**src/rtl/riscv_pkg.sv**
```systemverilog
// Shared RV32 definitions for the fetch slice.
// Word/instruction types and the IF/ID bundle.
package riscv_pkg;

    localparam int XLEN = 32;
    localparam int IM_DEPTH_DEF = 32;
    localparam logic [XLEN-1:0] NOP_INSTR = 32'h0000_0013;

    typedef logic [XLEN-1:0] instr_t;

    typedef struct packed {
        logic [XLEN-1:0] pc;
        logic [XLEN-1:0] pc4;
        instr_t          instr;
        logic            valid;
    } if_id_t;

endpackage

```
**src/rtl/fetch_stage_pc_reg.sv**
```systemverilog
// PC register with next-PC selection.
// Priority: rst > redirect > stall > pc+4.
module pc_reg
    import riscv_pkg::*;
#(
    parameter logic [XLEN-1:0] RESET_PC = 32'h0000_0000
) (
    input  logic            clk,
    input  logic            rst,
    input  logic            stall_i,
    input  logic            redirect_i,
    input  logic [XLEN-1:0] redirect_target_i,
    output logic [XLEN-1:0] pc_o,
    output logic            misalign_err_o
);

    logic [XLEN-1:0] pc_d, pc_q;
    logic            misalign_d, misalign_q;

    // Next PC: redirect is force-aligned, stall holds, else sequential
    always_comb begin
        pc_d       = pc_q + 32'd4;
        misalign_d = misalign_q;
        if (redirect_i) begin
            pc_d = {redirect_target_i[XLEN-1:2], 2'b00};
            if (redirect_target_i[1:0] != 2'b00) begin
                misalign_d = 1'b1;
            end
        end else if (stall_i) begin
            pc_d = pc_q;
        end
    end

    // PC and sticky misalign flag
    always_ff @(posedge clk) begin
        if (rst) begin
            pc_q       <= RESET_PC;
            misalign_q <= 1'b0;
        end else begin
            pc_q       <= pc_d;
            misalign_q <= misalign_d;
        end
    end

    assign pc_o           = pc_q;
    assign misalign_err_o = misalign_q;

endmodule

```
**src/rtl/fetch_stage.sv**
```systemverilog
// Instruction-fetch stage: drives IM index, owns IF/ID register
// and the valid-fetch counter; PC lives in pc_reg.
module fetch_stage
    import riscv_pkg::*;
#(
    parameter logic [XLEN-1:0] RESET_PC  = 32'h0000_0000,
    parameter int              IM_DEPTH  = IM_DEPTH_DEF,
    parameter instr_t          NOP_INSTR = riscv_pkg::NOP_INSTR
) (
    input  logic            clk,
    input  logic            rst,
    input  logic            stall_i,
    input  logic            redirect_i,
    input  logic [XLEN-1:0] redirect_target_i,
    output logic [15:0]     im_addr_o,
    input  instr_t          im_instr_i,
    output logic [XLEN-1:0] ifid_pc_o,
    output logic [XLEN-1:0] ifid_pc4_o,
    output instr_t          ifid_instr_o,
    output logic            ifid_valid_o,
    output logic            misalign_err_o,
    output logic [XLEN-1:0] fetch_count_o
);

    localparam logic [30:0] DEPTH = 31'(IM_DEPTH);

    logic [XLEN-1:0] pc;
    logic            in_range;
    if_id_t          ifid_d, ifid_q;
    logic [XLEN-1:0] count_d, count_q;

    pc_reg #(
        .RESET_PC(RESET_PC)
    ) u_pc_reg (
        .clk               (clk),
        .rst               (rst),
        .stall_i           (stall_i),
        .redirect_i        (redirect_i),
        .redirect_target_i (redirect_target_i),
        .pc_o              (pc),
        .misalign_err_o    (misalign_err_o)
    );

    assign im_addr_o = pc[17:2];
    assign in_range  = ({1'b0, pc[XLEN-1:2]} < DEPTH);

    // IF/ID load, flush on redirect, hold on stall; count valid loads
    always_comb begin
        ifid_d  = ifid_q;
        count_d = count_q;
        if (redirect_i) begin
            ifid_d.instr = NOP_INSTR;
            ifid_d.valid = 1'b0;
        end else if (!stall_i) begin
            ifid_d.pc    = pc;
            ifid_d.pc4   = pc + 32'd4;
            ifid_d.instr = in_range ? im_instr_i : NOP_INSTR;
            ifid_d.valid = in_range;
            if (in_range) begin
                count_d = count_q + 32'd1;
            end
        end
    end

    // IF/ID pipeline register and fetch counter
    always_ff @(posedge clk) begin
        if (rst) begin
            ifid_q.pc    <= '0;
            ifid_q.pc4   <= '0;
            ifid_q.instr <= NOP_INSTR;
            ifid_q.valid <= 1'b0;
            count_q      <= '0;
        end else begin
            ifid_q  <= ifid_d;
            count_q <= count_d;
        end
    end

    assign ifid_pc_o     = ifid_q.pc;
    assign ifid_pc4_o    = ifid_q.pc4;
    assign ifid_instr_o  = ifid_q.instr;
    assign ifid_valid_o  = ifid_q.valid;
    assign fetch_count_o = count_q;

endmodule

```
**config.mk**
```make
export PLATFORM = sky130hd
export DESIGN_NAME = fetch_stage
export DESIGN_NICKNAME = d
export VERILOG_FILES = /design/src/rtl/riscv_pkg.sv /design/src/rtl/fetch_stage_pc_reg.sv /design/src/rtl/fetch_stage.sv
export SDC_FILE = /design/constraint.sdc
export NUM_CORES = 1
export LEC_CHECK = 0
export ABC_AREA = 1
export CORE_MARGIN = 1.5
export CORE_UTILIZATION = 40
export DETAILED_ROUTE_END_ITERATION = 16
export PLACE_DENSITY = 0.67
export SYNTH_ARGS = -nofsm -noshare
export SYNTH_HDL_FRONTEND = slang
export SYNTH_HIERARCHICAL = 1
export SYNTH_SLANG_ARGS = --single-unit
```
**constraint.sdc**
```tcl
create_clock -name clk -period 2 [get_ports clk]
set_input_delay 0.4 -clock clk [delete_from_list [all_inputs] [get_ports clk]]
set_output_delay 0.4 -clock clk [all_outputs]
set_load 0.02 [all_outputs]
```
* Word level (Yosys, flattened, before mapping) *
Cells that the tools add are included.

storage, ports and cells
  output and inout port bits = 146
  word-level logic and storage cells = 22
  bits of input ports = 68
  bits in registers = 162

operators by class
  equal/unequal tests = 1
  magnitude comparators = 1
  reduce and logical (&&, ||, !) cells = 5
  bitwise operators = 2
  add/sub/neg operators = 2
  mux-type cells = 3

operators with widths
  operator                 count
  $mux W32                 3
  $add A32 B1 Y32 const B  1
  $add A32 B3 Y32 const B  1
  $lt A30 B6 Y1 const B    1
  $reduce_and A2 Y1        2
  $reduce_and A3 Y1        1
  $ne A2 B1 Y1 const B     1
  $not A1 Y1               2
  $reduce_bool A2 Y1       1
  $reduce_or A2 Y1         1

* Longest topological paths before layout *
  word-level depth = 3
  gate-level depth with buffers = 11
  mapped depth without buffers = 11

* Cells and area by module *
The synthesis kept the hierarchy.

modules (own cells, without submodules)
  module       sequential area each (µm²)  area an instance (µm²)  times used  cells each
  fetch_stage  2542.4                      6314.8                  1           992
  pc_reg       620.6                       2258.4                  1           379

* Worst setup path after synthesis *
OpenSTA, ideal clock, no wires.

  kind = reg-to-reg
  from = register u_pc_reg.pc_q[3] (netlist: u_pc_reg/pc_o[3])
  to = register ifid_q (netlist bit ifid_pc4_o[20])
  setup time = 0.110 ns
  arrival time = 1.752 ns
  path buffers = 0
  data required time = 1.890 ns
  slack = 0.138 ns
  clock period less this slack = 1.862 ns
  cell stages (with the launch flop) = 11
  path through = dfxtp_1 ha_1 inv_1 nor2_1 nand2_1 nor2_2 nand2_1 o21ai_0 nand3_1 nand2_1 inv_1

between the ends
  word-level cells in the longest chain between the ends = 1

RTL lines
  item                    RTL line                  text
  from (decl)             fetch_stage_pc_reg.sv:17  logic [XLEN-1:0] pc_d, pc_q;
  from (signal assigned)  fetch_stage_pc_reg.sv:40  pc_q <= pc_d;
  $add A32 B3 Y32         fetch_stage.sv:56         ifid_d.pc4 = pc + 32'd4;
  to (signal assigned)    fetch_stage.sv:74         ifid_q <= ifid_d;
  to (decl)               fetch_stage.sv:29         if_id_t ifid_d, ifid_q;

No other way between the ends.
A chain may end at the register's enable or synchronous reset.

* Worst setup path in the final report *
  from = register u_pc_reg.pc_q[9] (netlist: u_pc_reg/pc_o[9])
  to = output port im_addr_o[7]

RTL lines
  item       RTL line           text
  to (decl)  fetch_stage.sv:15  output logic [15:0] im_addr_o,

No word-level cell between the ends.

==> results.ini <==
[run_status]
run_status = completed

[logic_synthesis]
yosysTopAreaCell = dfxtp_1
ys_ff_latch = 158
synth_common_cells = 461 x nand2_1, 194 x nor2_1, 158 x dfxtp_1
synth_fa_ha_area_frac = 0.00438
ys_seq_area_frac = 0.369
synth_top_area_share = 0.369
mappedNetlistArea_um2 = 8570
synthSimpleGateAreaFrac = 0.395
synth_area_leaders = dfxtp_1 37%, nand2_1 20%, nor2_1 8.5%
synth_edf_count = 0
synth_most_common_cell = nand2_1
avgSynthCellArea_um2 = 6.25
synth-compound-area-share = 0.121
ys_warn_count = 6
ys_async_sr_fraction = 0
synth_xor_area_frac = 0.0235
syn_inst = 1371
synth_mux_area_frac = 0
synth_top_family_by_area = simple AND/OR/NAND/NOR gates
synth_flop_cell = dfxtp_1
yosysUniqueCellTypes = 35

[critical_path]
arrival_ns = 1.54
cpPeakStageDelay_ns = 0.60
r2r_end = ifid_pc4_o[16]$_SDFFE_PP0P_
endpoint_kind = primary output
start_kind = flop
reg2reg_depth = 11
crit_fanout = 3
cp.required_ns = 1.60
crit_type = reg2out
critPathLaunch = u_pc_reg/pc_o[9]$_SDFFE_PP0P_
path_cells = buf_4 -> clkdlybuf4s50_1
r2r_slack_ns = 0.19
crit_slowest_cell = clkdlybuf4s50_1
r2r_start = u_pc_reg/pc_o[3]$_SDFFE_PP0P_

[drt]
dr.pass1.iters = 6
via_count = 9554
drcViolationCount = 0
drt_iter0_drc = 692
final_antenna_net_count = 0
drt_wl_total_mm = 29.1
via_per_inst = 5.01
wl_per_cell_um = 15.3

[timing]
min_period_ns = 1.94
final_hold_viol_count = 0
tns_ns = 0
drv_slew = 0
fin_crit_sh = 0.968
clock.fmax_ghz = 0.517
setup_viol = 0
finClkSkew_ns = 0.0141
holdWs_ns = 0.351
grt_setup_unrepaired = no

[floorplan]
die_h_um = 149
die_area_um2 = 22300
initial_utilization = 0.408
ioPinCount = 214
die_w_um = 149
rows = 53
core_um2 = 21000

[cts]
numCtsBuffers = 17
clockBufferDepth = 2
clk_pin_slew_ns = 0.06
cts_root_buf = clkbuf_16
cts_htree_levels = 4
clock-sinks = 158
tritoncts = done
ctsHoldBuffers = 0
worstSkewPairLatency_ns = 0.44

[placement]
gp_congestion = 0.959
dpl.hpwl_mm = 22.0
portBuffers = 213
dp.cells = 1876

[global_routing]
grt_pass1_wl_mm = 45.7
grt_start_max_net_pins = 48
antenna_found_initial = 0
grt.overflow.total = 0
grt_pass1_vias = 8701
grt_util_all_layers = 0.260

[flow_run]
cap_violations = 0

[final_layout]
nNetsFinal = 1691
n_antenna_cell = 0
drive_gt1_frac = 0.105
final_util = 0.573
finalNonFillerCells = 1908
area_growth_pct = 40.5

[pwr]
post-layout-total-power_uw = 7790
power.density_nw_per_um2 = 646
power_leakage_uw = 0.00471
peakVddDrop_uv = 535

[hold_path]
hp-start = rst
hold_class = in2reg
worstHoldEndpoint = fetch_count_o[2]$_SDFFE_PP0P_
min_path_cells = 2

-- worst max-delay path, delay by kind of cell, from the launching register on --
kind                   cells  cell delay, ns
flip-flops                 1            0.37
buffers and inverters      2            0.74
-- timing repair --
item,4_1_cts,5_1_grt
endpoints found under the setup margin,12,7
pin swaps,0,1
endpoints found under the hold margin,0,0
gates resized for setup,20,6
setup buffers,0,0
-- kinds of logic after synthesis --
family | after synthesis
adder cells (fa/ha/maj) | 3
buffers and inverters | 184
other | 1
XOR/XNOR | 23
flip-flops | 158
AND/OR/NAND/NOR | 811
AO/OA/AOI/OAI | 191
-- state kept, by name (all words and copies together) (netlist names) --
register / flops
u_pc_reg/misalign_err_o: 1
ifid_pc4_o: 30
u_pc_reg/pc_o: 30
fetch_count_o: 32
ifid_instr_o: 32
ifid_pc_o: 32
ifid_valid_o: 1
-- power breakdown --
group | internal (uW) | switching (uW)
logic | 451 | 566
clock network | 1990 | 1440
registers | 3250 | 94.7
total | 5690 | 2100
-- layout make-up --
cell class                 instances  area (um^2)
fill                            1991         8970
multi-input combinational       1030         4680
sequential                       158         3180
timing repair buffer             282         2750
inverter                         131          492
clock buffer                      18          429
tap                              275          344
clock inverter                    14          183
-- cell usage in the layout (no fill, tap or decap), types with 6 or more instances in the layout --
master / count
dlygate4sd2_1: 11
nor2_4: 11
dfxtp_1: 150
a31oi_1: 8
dfxtp_2: 7
buf_12: 8
nand2_2: 19
a21oi_1: 91
clkdlybuf4s50_1: 195
nor2_2: 10
a21oi_2: 11
dlymetal6s2s_1: 6
nand4_1: 11
o21ai_0: 70
nand3_1: 87
nand2_1: 461
buf_4: 61
xnor2_1: 10
clkbuf_16: 17
inv_1: 127
nor2_1: 194
xor2_1: 13
-- routing by layer --
metal | global-route usage | wire, um | part of all wire | vias up
met5 | 0 | 0 | 0 | -
met4 | 0.0975 | 745 | 0.026 | 0
met3 | 0.0401 | 1700 | 0.058 | 47
met2 | 0.435 | 13800 | 0.47 | 325
met1 | 0.338 | 12900 | 0.44 | 4369
li1 | - | - | - | 4813
-- worst max-delay path by stage --
stage                                               end  cells past startpoint
final                                      im_addr_o[7]                      2
after global placement    ifid_instr_o[14]$_SDFFE_PP0N_                      8
after detailed placement   ifid_instr_o[2]$_SDFFE_PP0N_                      8
after floorplan             ifid_pc4_o[20]$_SDFFE_PP0P_                     10
after CTS                                 im_addr_o[12]                      2
after global routing                   fetch_count_o[9]                      1
-- stage by stage --
stage	instance area, um^2	setup slack [ns]
6_report	12000	0.0644
5_1_grt	12000	0.00529
4_1_cts	12000	0.000178
3_5_place_dp	11400	0.0659
3_3_place_gp	11400	0.0755
2_1_floorplan	8580	0.138
(Power assumes the default switching activity.)
